[config.mk]
export PLATFORM = sky130hd
export DESIGN_NAME = dest_match_unit
export DESIGN_NICKNAME = d
export VERILOG_FILES = /design/src/rtl/dest_match_unit_pkg.sv /design/src/rtl/dest_match_unit_id_table.sv /design/src/rtl/dest_match_unit.sv
export SDC_FILE = /design/constraint.sdc
export NUM_CORES = 1
export LEC_CHECK = 0
export CAP_MARGIN = 30
export CELL_PAD_IN_SITES_DETAIL_PLACEMENT = 0
export CELL_PAD_IN_SITES_GLOBAL_PLACEMENT = 1
export CORE_MARGIN = 10
export CORE_UTILIZATION = 49
export CTS_CLUSTER_DIAMETER = 30
export DETAILED_ROUTE_END_ITERATION = 6
export PLACE_DENSITY = 0.87
export SYNTH_ARGS = -nofsm -noshare
export SYNTH_HDL_FRONTEND = slang
export SYNTH_SLANG_ARGS = --single-unit
export TNS_END_PERCENT = 30
[constraint.sdc]
create_clock -name clock -period 5.3 [get_ports clock]
set_input_delay 0.795 -clock clock [delete_from_list [all_inputs] [get_ports clock]]
set_output_delay 0.795 -clock clock [all_outputs]
set_load 0.02 [all_outputs]
[src/rtl/dest_match_unit_pkg.sv]
// Shared definitions for the destination-match lookup: default widths and FSM encoding.
package dest_match_unit_pkg;

  localparam int WORD_WIDTH_DEF = 16;
  localparam logic [WORD_WIDTH_DEF-1:0] BCAST_ID_DEF = {WORD_WIDTH_DEF{1'b1}};

  typedef enum logic [1:0] {
    HOLD   = 2'd0,
    IDLE   = 2'd1,
    SCAN   = 2'd2,
    FINISH = 2'd3
  } state_e;

endpackage

[src/rtl/dest_match_unit_id_table.sv]
// Local node ID table: one write port, one combinational read port, valid bits cleared on reset.
module dest_match_unit_id_table
  import dest_match_unit_pkg::*;
#(
  parameter int WORD_WIDTH = WORD_WIDTH_DEF,
  parameter int NUM_IDS    = 4,
  parameter int IDX_W      = (NUM_IDS > 1) ? $clog2(NUM_IDS) : 1
) (
  input  logic                  clock,
  input  logic                  nrst,
  input  logic                  wr_en_i,
  input  logic [IDX_W-1:0]      wr_idx_i,
  input  logic [WORD_WIDTH-1:0] wr_id_i,
  input  logic                  wr_vld_i,
  input  logic [IDX_W-1:0]      rd_idx_i,
  output logic [WORD_WIDTH-1:0] rd_id_o,
  output logic                  rd_vld_o
);

  logic [WORD_WIDTH-1:0] id_q [NUM_IDS];
  logic [NUM_IDS-1:0]    vld_q;
  logic                  wr_ok;

  // Out-of-range indices are dropped so a non-power-of-two table never aliases.
  assign wr_ok = wr_en_i && (32'(wr_idx_i) < 32'(NUM_IDS));

  always_ff @(posedge clock or posedge nrst) begin
    if (nrst) begin
      vld_q <= '0;
    end else if (wr_ok) begin
      vld_q[wr_idx_i] <= wr_vld_i;
    end
  end

  always_ff @(posedge clock) begin
    if (wr_ok) begin
      id_q[wr_idx_i] <= wr_id_i;
    end
  end

  assign rd_id_o  = id_q[rd_idx_i];
  assign rd_vld_o = vld_q[rd_idx_i];

endmodule

[src/rtl/dest_match_unit.sv]
// Iterative destination lookup against a loadable ID table, with mask and broadcast detection.
module dest_match_unit
  import dest_match_unit_pkg::*;
#(
  parameter int                    WORD_WIDTH = WORD_WIDTH_DEF,
  parameter int                    NUM_IDS    = 4,
  parameter int                    IDX_W      = (NUM_IDS > 1) ? $clog2(NUM_IDS) : 1,
  parameter bit                    BCAST_EN   = 1'b1,
  parameter logic [WORD_WIDTH-1:0] BCAST_ID   = {WORD_WIDTH{1'b1}}
) (
  input  logic                  clock,
  input  logic                  nrst,
  input  logic                  en,
  input  logic                  start,
  input  logic [WORD_WIDTH-1:0] destinationID,
  input  logic [WORD_WIDTH-1:0] match_mask,
  input  logic                  cfg_we,
  input  logic [IDX_W-1:0]      cfg_idx,
  input  logic [WORD_WIDTH-1:0] cfg_id,
  input  logic                  cfg_valid,
  output logic                  iamDestination,
  output logic                  isBroadcast,
  output logic [IDX_W-1:0]      match_idx,
  output logic                  done,
  output logic                  busy
);

  state_e                state_q, state_d;
  logic [WORD_WIDTH-1:0] dest_q, dest_d;
  logic [WORD_WIDTH-1:0] mask_q, mask_d;
  logic [IDX_W-1:0]      idx_q, idx_d;
  logic [IDX_W-1:0]      midx_q, midx_d;
  logic                  iam_q, iam_d;
  logic                  bc_q, bc_d;
  logic                  done_q, done_d;

  logic [WORD_WIDTH-1:0] tbl_id;
  logic                  tbl_vld;
  logic                  hit;
  logic                  last;
  logic                  is_bcast;

  dest_match_unit_id_table #(
    .WORD_WIDTH (WORD_WIDTH),
    .NUM_IDS    (NUM_IDS),
    .IDX_W      (IDX_W)
  ) u_id_table (
    .clock    (clock),
    .nrst     (nrst),
    .wr_en_i  (cfg_we),
    .wr_idx_i (cfg_idx),
    .wr_id_i  (cfg_id),
    .wr_vld_i (cfg_valid),
    .rd_idx_i (idx_q),
    .rd_id_o  (tbl_id),
    .rd_vld_o (tbl_vld)
  );

  assign hit      = tbl_vld && (((tbl_id ^ dest_q) & ~mask_q) == '0);
  assign last     = (idx_q == IDX_W'(NUM_IDS - 1));
  // Broadcast is recognised on the raw destination; the mask only applies to table entries.
  assign is_bcast = BCAST_EN && (destinationID == BCAST_ID);

  always_ff @(posedge clock or posedge nrst) begin
    if (nrst) begin
      state_q <= HOLD;
    end else begin
      state_q <= state_d;
    end
  end

  always_comb begin
    state_d = state_q;
    case (state_q)
      HOLD:    if (en) state_d = IDLE;
      IDLE:    if (start) state_d = is_bcast ? FINISH : SCAN;
      SCAN:    if (hit || last) state_d = FINISH;
      FINISH:  state_d = HOLD;
      default: state_d = HOLD;
    endcase
  end

  always_comb begin
    dest_d = dest_q;
    mask_d = mask_q;
    idx_d  = idx_q;
    midx_d = midx_q;
    iam_d  = iam_q;
    bc_d   = bc_q;
    done_d = done_q;
    case (state_q)
      HOLD: begin
        if (en) begin
          iam_d  = 1'b0;
          bc_d   = 1'b0;
          midx_d = '0;
          done_d = 1'b0;
        end
      end
      IDLE: begin
        if (start) begin
          dest_d = destinationID;
          mask_d = match_mask;
          idx_d  = '0;
          if (is_bcast) begin
            iam_d = 1'b1;
            bc_d  = 1'b1;
          end
        end
      end
      SCAN: begin
        if (hit) begin
          iam_d  = 1'b1;
          midx_d = idx_q;
        end else if (last) begin
          iam_d = 1'b0;
        end else begin
          idx_d = idx_q + IDX_W'(1);
        end
      end
      FINISH:  done_d = 1'b1;
      default: ;
    endcase
  end

  always_ff @(posedge clock or posedge nrst) begin
    if (nrst) begin
      dest_q <= '0;
      mask_q <= '0;
      idx_q  <= '0;
      midx_q <= '0;
      iam_q  <= 1'b0;
      bc_q   <= 1'b0;
      done_q <= 1'b0;
    end else begin
      dest_q <= dest_d;
      mask_q <= mask_d;
      idx_q  <= idx_d;
      midx_q <= midx_d;
      iam_q  <= iam_d;
      bc_q   <= bc_d;
      done_q <= done_d;
    end
  end

  assign iamDestination = iam_q;
  assign isBroadcast    = bc_q;
  assign match_idx      = midx_q;
  assign done           = done_q;
  assign busy           = (state_q == SCAN) || (state_q == FINISH);

endmodule

Word-level counts from Yosys, hierarchy flattened. Memory sizes are Yosys's and may differ from the RTL's. Cells that the tools add are included.

Bits in registers: 45. Memory bits (writable): 64. Bits of input ports: 56. Output and inout port bits: 6. Logic and storage cells: 75. Memories: 1.

Memories: u_id_table.id_q (words 4, bits a word 16, read ports 1, clocked after memory_dff 0, write ports 1, line dest_match_unit_id_table.sv:20) `logic [WORD_WIDTH-1:0] id_q [NUM_IDS];`.

$add $sub $neg: 1. Magnitude comparators: 3. Eq/ne operators: 13. Multiplexer cells: 27. Bitwise operators: 3. Reductions and logical operators: 18.

Operators by type and width (count): 16-bit bitwise AND (1); 16-bit equality test, second input constant (1); 16-bit logical NOT (1); 2-bit two-way mux (8); 16-bit inverter (1); 16-bit XOR (1); 2-bit inequality test, second input constant (7); 1-bit two-way mux (10); 2-bit case mux with 2 select lines (2); 2-bit case mux with 4 select lines (1); 4-bit AND reduction (2); 2-bit nonzero test (4); 2-bit equality test, second input constant (3); 2-bit by 3-bit less-than comparator with 1-bit output, second input constant (2); 3-bit AND reduction (2); 5-bit AND reduction (1); 4-bit bitwise mux (1); 1-bit case mux with 2 select lines (2); 2-bit AND reduction (2); 3-bit inequality test, second input constant (1); 1-bit case mux with 3 select lines (1); 3-bit nonzero test (1); 2-bit by 1-bit adder with 2-bit output, second input constant (1); 1-bit binary-select mux with 2-bit select (1); other kinds (6) (8).

Depth between registers and ports, before layout. Gate-level depths: netlist of the first run. An unclocked memory read counts as a cell.

Word-level depth: 8. Mapped depth: 10. Gate-level depth less buffers: 7.

Hierarchy. A second synthesis of the first run with hierarchy kept.

Cell total of the unflattened synthesis: 268. Area, all modules: 4606.9 um2.

Modules (own cells, without submodules): dest_match_unit_id_table (instances 1, cells an instance 99, area each 2555.0 um2, seq. area each 2021.9 um2); dest_match_unit (instances 1, cells an instance 169, area each 2052.0 um2, seq. area each 1026.0 um2).

Worst setup path before layout of the first run. OpenSTA, ideal clock, no wires.

Path kind: input port to flip-flop. Start point: input port cfg_idx[0]. End point: register u_id_table.vld_q[0]. Setup time: 0.125 ns. Arrival time: 2.551 ns. Required time: 5.175 ns. Slack: 2.624 ns. Stages: 2. Path buffers: 0. Path through: nor3b_1 -> mux2_2.

Word-level cells in the longest chain between the ends: 5. Elaborated cells on any way between the ends: 6. Classes of those cells: 2 x order compare; 3 x mux; 1 x reduce/logical.

Ends and longest elaborated chain: start: declaration (line dest_match_unit.sv:18) `input logic [IDX_W-1:0] cfg_idx,`; 2-bit by 3-bit less-than comparator with 1-bit output (implied by the code) / 2-bit by 1-bit >= comparator with 1-bit output (equally long branches) (line dest_match_unit_id_table.sv:31) `vld_q[wr_idx_i] <= wr_vld_i;`; 1-bit logical AND (implied by the code) (line dest_match_unit_id_table.sv:31); 1-bit two-way mux (implied by the code) (line dest_match_unit_id_table.sv:31); 1-bit demux with 2-bit select *; 4-bit bitwise mux * (line dest_match_unit_id_table.sv:31); end signal: indexed assignment (line dest_match_unit_id_table.sv:31); end: declaration (line dest_match_unit_id_table.sv:21) `logic [NUM_IDS-1:0] vld_q;`.

Mark *: on every way between the ends. The rest lies on a longest branch, timed or not. A chain may end at the register's enable or synchronous reset.

Worst setup path after layout of the first run.
Start point: register idx_q[1]. End point: register iam_q, in the netlist iamDestination.

Word-level cells in the longest chain between the ends: 7. Elaborated cells on any way between the ends: 12. Classes of those cells: 2 x eq/ne; 4 x mux; 2 x bitwise; 3 x reduce/logical; 1 x memory.

Ends and longest elaborated chain: start: declaration (line dest_match_unit.sv:31) `logic [IDX_W-1:0] idx_q, idx_d;`; start signal: assignment (line dest_match_unit.sv:138) `idx_q <= idx_d;`; memory 4 x 16 bit; 16-bit XOR (line dest_match_unit.sv:59) `assign hit = tbl_vld && (((tbl_id ^ dest_q) & ~mask_q) == '0);`; 16-bit bitwise AND (line dest_match_unit.sv:59); 16-bit logical NOT (line dest_match_unit.sv:59); 1-bit logical AND (line dest_match_unit.sv:59); 3-bit inequality test (no source line) / 1-bit two-way mux (equally long branches); 5-bit AND reduction (no source line) / 1-bit case mux with 3 select lines (equally long branches); end signal: assignment (line dest_match_unit.sv:140) `iam_q <= iam_d;`; end: declaration (line dest_match_unit.sv:33) `logic iam_q, iam_d;`.

Parallel ways exist; a longest one is shown, timed or not. The select of a mux whose other input is x is not followed.

==> impl_results.md, run 1 <==
- Portion of total power attributed to sequential cells: 0.479
- Final layout net count: 441
- Smallest hold slack: 0.519 ns
- Setup violators final: 0
- Gate Count Post-Synth: 315
- Post-synthesis async set-or-reset flop share: 0.413
- Initial antenna violation count: 0
- Combinational power share: 0.329
- Placement row count: 36
- Hold Path Class: flip-flop to flip-flop
- Achievable clock frequency: 273 MHz
- Worst VDD drop: 0.249 mV
- Total CTS buffers: 9
- Average via count per standard cell: 5.46
- Maximum buffer depth of the clock tree: 2
- Total power density per cell area: 459 mW/mm2
- HPWL Detailed: 7270 um
- Overall fraction of global-route tracks in use: 0.144
- Post-placement setup slack: 1.65 ns
- Slew margin rel.: 0.357
- Number of flops mapped to enable cells by yosys: 64
- Total congestion overflow: 0
- Final instance area: 0.00574 mm2
- Endpoint arrival time on the critical path: 3.93 ns
- Setup repair after global routing missed its margin: false
- Register bit total from synthesis: 109
- Count of warnings emitted by yosys: 0
- Final setup slack of the worst path: 1.63 ns
- Layout cells sized above 1: 0.179
- Total die area: 0.0141 mm2
- Clock skew: 0.0119 ns
- Worst setup path category: flip-flop to flip-flop
- Outcome: complete, no violations
- Final Hold Viols: 0
- Global-route wire length before repair: 15900 um
- Post-synthesis instance area: 0.00480 mm2
- Placeable core region: 0.00964 mm2
- Number of buffers inserted by port buffering: 61
- Transition time of the tightest slew-check pin: 0.964 ns
- DR vias: 2827
- Net Sw Power: 856 uW
- Number of global-route vias before repair: 3015
- Hold Buf Count CTS: 0
- Kind of end point of the critical path: flip-flop
- Remaining design rule violation count: 0
- Clock power frac: 0.192
- Util after Layout: 0.595
- Die X: 119 um
- Number of max-cap violations: 0
- ANT nets after route: 0
- Number of diodes added for antenna fixing: 0
- Number of violations reported at the end of detailed-routing iteration 0: 162
- Maximum level of the CTS H-tree: 3
- Detailed-router iteration count before antenna repair: 4
- Maximum number of pins on one net before global-route repair: 36
- Number of pins with negative max-slew slack in the final report: 0
- TritonCTS clock tree: yes
- Source-to-sink clock delay at the later pin of the worst-skew pair: 0.37 ns
- Syn_area_per_cell: 15.2 um2
- Clock root buffer: sky130_fd_sc_hd__clkbuf_8
- Main flop type after synthesis: sky130_fd_sc_hd__edfxtp_1
- Aggregate negative setup slack: 0 ns
- Area growth from synthesis to layout: 19.7%
- Cell count after placement: 502
- Switching Fraction: 0.325
- Share of the clock period used by the worst path: 0.692
- Static power due to leakage: 2.10 nW
- Worst-path maximum fanout: 25
- Crit path required time: 5.56 ns
- Portion of the post-synthesis area used by sequential elements: 0.636
- Starting density of the core: 0.498
- Routability-driven placement congestion ratio: 0.761
- Total detailed-routing wirelength: 10100 um
- Fin cells: 518
- Number of primary I/O pins: 62
- Wire length per cell after detailed routing: 19.5 um
- Number of setup buffers added after CTS: 0
- Unique masters post-synth: 41
- Die height: 119 um
- Placed Area: 0.00554 mm2
- Internal power of the cells: 1.78 mW
- Post-layout minimum cycle time: 3.67 ns
- # clock sinks: 109
- Quantity of gates resized following cts: 0
- Total power consumption of the routed design: 2.64 mW
- Syn Nets: 376
- Element type at the critical path start: flip-flop
- Clock slew seen by the registers of the worst setup and hold paths: 0.10 ns
==> routing by layer <==
layer,vias to the layer above,part of all wire,track usage
met5,-,0,0
met4,0,0.0060,0.0450
met3,7,0.062,0.0425
met2,101,0.49,0.234
met1,1406,0.44,0.182
li1,1313,-,-
==> path summary, 6_finish.rpt <==
path,startpoint,endpoint,slack [ns],depth (start not counted)
worst max-delay path,idx_q[1]$_DFFE_PP0P_,iamDestination$_DFFE_PP0P_,1.63,8
worst min-delay path,u_id_table.vld_q[0]$_DFFE_PP0P_,u_id_table.vld_q[0]$_DFFE_PP0P_,0.52,1
worst max register to register,idx_q[1]$_DFFE_PP0P_,iamDestination$_DFFE_PP0P_,1.63,8
worst min register to register,u_id_table.vld_q[0]$_DFFE_PP0P_,u_id_table.vld_q[0]$_DFFE_PP0P_,0.52,1
max in group asynchronous,nrst,dest_q[9]$_DFFE_PP0P_,4.13,3
min in group asynchronous,nrst,u_id_table.vld_q[0]$_DFFE_PP0P_,0.68,2
==> synth_stat cells (all sizes together), types with 6 or more instances <==
library cell | count | area share
xor2 | 13 | 0.024
nand4 | 7 | 0.0091
mux2 | 38 | 0.089
edfxtp | 64 | 0.40
dfrtp | 45 | 0.23
nor3 | 6 | 0.0063
nand2 | 10 | 0.0078
inv | 6 | 0.0047
nor2 | 13 | 0.010
mux2i | 37 | 0.077
buf | 11 | 0.017
==> flip-flops by register name, summed over array words and instances (netlist names) <==
| signal | flops |
|---|---|
| u_id_table.id_q | 64 |
| u_id_table.vld_q | 4 |
| state_q | 2 |
| iamDestination | 1 |
| mask_q | 16 |
| idx_q | 2 |
| dest_q | 16 |
| isBroadcast | 1 |
| done | 1 |
| match_idx | 2 |
==> power groups by stage <==
stage	combinational (mW)	sequential [mW]	clock (mW)
2_1_floorplan	0.689	1.21	0
3_3_place_gp	0.846	1.27	0
3_5_place_dp	0.872	1.28	0
4_1_cts	0.878	1.26	0.519
5_1_grt	0.956	1.29	0.557
6_report	0.869	1.26	0.506
==> area by class of cell <==
cell class                 instances  area (um2)
fill                             810        3900
sequential                       109        3050
multi-input combinational        188        1640
clock buffer                      11         131
clock inverter                     5        67.6
timing repair buffer              66         661
tap                              133         166
inverter                           6        22.5
==> critical path, cell delays in order, from the launching register on <==
cell and delay, ns:
sky130_fd_sc_hd__dfrtp_1 0.63, sky130_fd_sc_hd__buf_4 0.45, sky130_fd_sc_hd__mux2i_1 0.29, sky130_fd_sc_hd__xor2_1 0.17
sky130_fd_sc_hd__o2111ai_1 0.11, sky130_fd_sc_hd__a2111oi_1 0.52, sky130_fd_sc_hd__nand4_1 0.54, sky130_fd_sc_hd__a2111oi_2 0.47
sky130_fd_sc_hd__mux2_2 0.37
==> logic make-up after synthesis <==
group	Yosys count	share of synthesized area
muxes	80	0.190
AOI/OAI and AO/OA	25	0.0404
buffers and inverters	18	0.0230
xor gates and xnor gates	17	0.0310
DFF	109	0.636
and+or+nand+nor	61	0.0671
adders and majority gates	5	0.0130
==> placed cells by master, fill, tap and decap left out, drive strengths merged, types with 4 or more instances in the layout <==
master / synthesis / final
mux4: 5 / 5
edfxtp: 64 / 64
inv: 6 / 9
nand3: 4 / 4
ha: 5 / 5
xnor2: 4 / 4
nand2b: 4 / 4
nor3b: 4 / 4
mux2i: 37 / 37
nor2b: 5 / 5
nor3: 6 / 6
buf: 11 / 5
xor2: 13 / 13
clkbuf: 1 / 11
dfrtp: 45 / 45
nor2: 13 / 13
clkdlybuf4s50: 0 / 61
mux2: 38 / 38
nand2: 10 / 10
nand4: 7 / 7
a21oi: 4 / 4
No activity file was read; power rests on OpenSTA's default activity.
==> run 2, diff against run 1 <==
--- a/config.mk
+++ b/config.mk
@@ -9,10 +9,10 @@
 export CELL_PAD_IN_SITES_DETAIL_PLACEMENT = 0
 export CELL_PAD_IN_SITES_GLOBAL_PLACEMENT = 1
 export CORE_MARGIN = 10
-export CORE_UTILIZATION = 49
+export CORE_UTILIZATION = 41
 export CTS_CLUSTER_DIAMETER = 30
 export DETAILED_ROUTE_END_ITERATION = 6
-export PLACE_DENSITY = 0.87
+export PLACE_DENSITY = 0.78
 export SYNTH_ARGS = -nofsm -noshare
 export SYNTH_HDL_FRONTEND = slang
 export SYNTH_SLANG_ARGS = --single-unit
==> constraint.sdc (replaced) <==
create_clock -name clock -period 3.2 [get_ports clock]
set_input_delay 0.48 -clock clock [delete_from_list [all_inputs] [get_ports clock]]
set_output_delay 0.48 -clock clock [all_outputs]
set_load 0.02 [all_outputs]
==> run 2 against run 1 <==
Compared with the run above:
- fmax increased by 28%
- non-clock buffer count increased by 6
- first-iteration DRC count decreased by 12%
- routed wire length increased by 2.3%
- global-route usage decreased by 1.7 points
==> impl_results.md, run 2 (synthesis gave the netlist of run 1 again) <==
- Outcome: complete, no violations
- Clock skew: 0.00590 ns (-0.00601 ns)
- Destination of the worst register-to-register timing path: iamDestination$_DFFE_PP0P_
- Global-route wire length before repair: 16400 um (+2.8%)
- Worst VDD drop: 0.289 mV (+16%)
- Total die area: 0.0164 mm2 (+16%)
- Maximum number of pins on one net before global-route repair: 31 (-14%)
- Register Area: 0.00305 mm2 (unchanged)
- Total CTS buffers: 9 (unchanged)
- Met2 layer usage reported by global route: 0.221 (-0.0127)
- Worst-path maximum fanout: 12 (-52%)
- R2r setup slk: 0.34 ns (-1.30 ns)
- Area occupied by multi-input gates: 0.00164 mm2 (unchanged)
- Transition time of the tightest slew-check pin: 0.622 ns (-0.343 ns)
- Wire length per cell after detailed routing: 19.3 um (-0.74%)
- Layout cells sized above 1: 0.187 (+0.00748)
- Detailed-router iteration count before antenna repair: 4 (unchanged)
- Kind of end point of the critical path: flip-flop
- Clock root buffer: sky130_fd_sc_hd__clkbuf_16
- Fillcell total: 998 (+23%)
- DR vias: 2787 (-1.4%)
- Die X: 128 um (+7.8%)
- Most common library cell in the layout ignoring fill and taps: sky130_fd_sc_hd__edfxtp_1
- Maximum level of the CTS H-tree: 3 (unchanged)
- Total congestion overflow: 0 (unchanged)
- Element type at the critical path start: flip-flop
- Area growth from synthesis to layout: 22.2%
- Final Hold Viols: 0 (unchanged)
- Setup violators final: 0 (unchanged)
- Remaining design rule violation count: 0 (unchanged)
- Number of max-cap violations: 0 (unchanged)
- Starting density of the core: 0.420 (-0.0775)
- Worst setup path category: flip-flop to flip-flop
- Aggregate negative setup slack: 0 ns (unchanged)
- Cell count after placement: 518 (+3.2%)
- Final layout net count: 447 (+1.4%)
- Number of buffers inserted by port buffering: 61 (unchanged)
- Average via count per standard cell: 5.22 (-4.4%)
- Total power density per cell area: 775 mW/mm2 (+69%)
- Achievable clock frequency: 349 MHz (+28%)
- Placeable core region: 0.0114 mm2 (+18%)
- # clock sinks: 109 (unchanged)
- Maximum buffer depth of the clock tree: 2 (unchanged)
- Number of primary I/O pins: 62 (unchanged)
- Depth of the worst register-to-register path: 8 (unchanged)
- Setup repair after global routing missed its margin: false
- Total detailed-routing wirelength: 10300 um (+2.3%)
- Largest Register: u_id_table.id_q
- Endpoint arrival time on the critical path: 3.09 ns (-0.84 ns)
- Number of pins with negative max-slew slack in the final report: 0 (unchanged)
- Source-to-sink clock delay at the later pin of the worst-skew pair: 0.34 ns (-0.03 ns)
- Number of setup buffers added after CTS: 0 (unchanged)
- Die height: 128 um (+7.8%)
- Number of global-route vias before repair: 3035 (+0.66%)
- Busiest metal layer after global routing: met2
- Launch point of the worst reg-to-reg path: idx_q[1]$_DFFE_PP0P_
- Fin cells: 534 (+3.1%)
- Static power due to leakage: 2.14 nW (+2.2%)
- Hold Path Class: input pin to asynchronous set/reset pin
- Crit path required time: 3.42 ns (-2.14 ns)
- ANT nets after route: 0 (unchanged)
- Number of flip-flops under the largest register name: 64 (unchanged)
- Biggest regs: u_id_table.id_q x64, dest_q x16, mask_q x16
- Clock slew seen by the registers of the worst setup and hold paths: 0.07 ns (-0.03 ns)
- Share of the clock period used by the worst path: 0.895 (+0.203)
- Slew margin rel.: 0.582 (+0.225)
- Quantity of gates resized following cts: 0 (unchanged)
- TritonCTS clock tree: yes
- Placement row count: 39 (+8.3%)
- Grt met3 use: 0.0318 (-0.0107)
- Overall fraction of global-route tracks in use: 0.128 (-0.0166)
- Routability-driven placement congestion ratio: 0.786 (+3.3%)
- HPWL Detailed: 7630 um (+5.0%)
- Initial antenna violation count: 0 (unchanged)
- Post-layout minimum cycle time: 2.86 ns (-0.804 ns)
- Number of diodes added for antenna fixing: 0 (unchanged)
- Number of violations reported at the end of detailed-routing iteration 0: 143 (-12%)
- Met1 routing resource usage after global routing: 0.156 (-0.0268)
- Hold Buf Count CTS: 0 (unchanged)
- Commonest cells after routing, fill and taps aside: sky130_fd_sc_hd__edfxtp_1, sky130_fd_sc_hd__clkdlybuf4s50_1, sky130_fd_sc_hd__dfrtp_1
run 2: changes by cell type in the layout (fill, tap and decap cells not counted), sizes merged:
cell and change:
clkinvlp +3, buf +6, clkbuf +1, inv -3, bufinv -1
run 2: worst max-delay path, stage by stage (launching register included):
cell                        delay (ns)
sky130_fd_sc_hd__dfrtp_1          0.41
sky130_fd_sc_hd__buf_4            0.25
sky130_fd_sc_hd__mux2i_1          0.24
sky130_fd_sc_hd__mux2i_1          0.24
sky130_fd_sc_hd__o2111ai_1        0.14
sky130_fd_sc_hd__a2111oi_1        0.49
sky130_fd_sc_hd__nand4_1          0.23
sky130_fd_sc_hd__a2111oi_2        0.37
sky130_fd_sc_hd__mux2_2           0.38
run 2: layout make-up:
type,instances,share of cell area
inverter,6,0.00384
sequential,109,0.520
clock inverter,4,0.00448
clock buffer,12,0.0404
multi-input combinational,188,0.280
tap,143,0.0305
timing repair buffer,72,0.120
run 2: per-layer routing:
layer / routed length [um] / vias to the layer above / part of all wire
li1: - / 1331 / -
met3: 523 / 4 / 0.051
met5: 0 / - / 0
met2: 5290 / 61 / 0.51
met1: 4430 / 1391 / 0.43
met4: 71 / 0 / 0.0069
run 2: stage by stage:
| step | power (mW) | utilization | hold WS [ns] | setup WS [ns] | area [um2] |
|---|---|---|---|---|---|
| floorplan | 3.15 | - | 0.475 | 0.723 | 4800 |
| global placement | 3.56 | 0.488 | 0.495 | 0.378 | 5580 |
| detailed placement | 3.60 | 0.490 | 0.498 | 0.320 | 5600 |
| CTS | 4.59 | 0.513 | 0.507 | 0.301 | 5860 |
| global route | 4.82 | 0.513 | 0.523 | 0.159 | 5860 |
| finish | 4.54 | 0.513 | 0.484 | 0.337 | 5860 |
run 2: where the power goes:
part           switching [mW]  internal, mW  total (mW)
registers               0.269          1.80        2.07
logic                   0.694         0.795        1.49
clock network           0.463         0.526       0.989
run 2: how the worst max path moves through the flow:
stage | from | to | slack [ns]
final | idx_q[1]$_DFFE_PP0P_ | iamDestination$_DFFE_PP0P_ | 0.34
after detailed placement | idx_q[1]$_DFFE_PP0P_ | iamDestination$_DFFE_PP0P_ | 0.32
after global routing | idx_q[1]$_DFFE_PP0P_ | iamDestination$_DFFE_PP0P_ | 0.16
after global placement | idx_q[1]$_DFFE_PP0P_ | iamDestination$_DFFE_PP0P_ | 0.38
after floorplan | idx_q[1]$_DFFE_PP0P_ | iamDestination$_DFFE_PP0P_ | 0.72
after CTS | idx_q[1]$_DFFE_PP0P_ | iamDestination$_DFFE_PP0P_ | 0.30
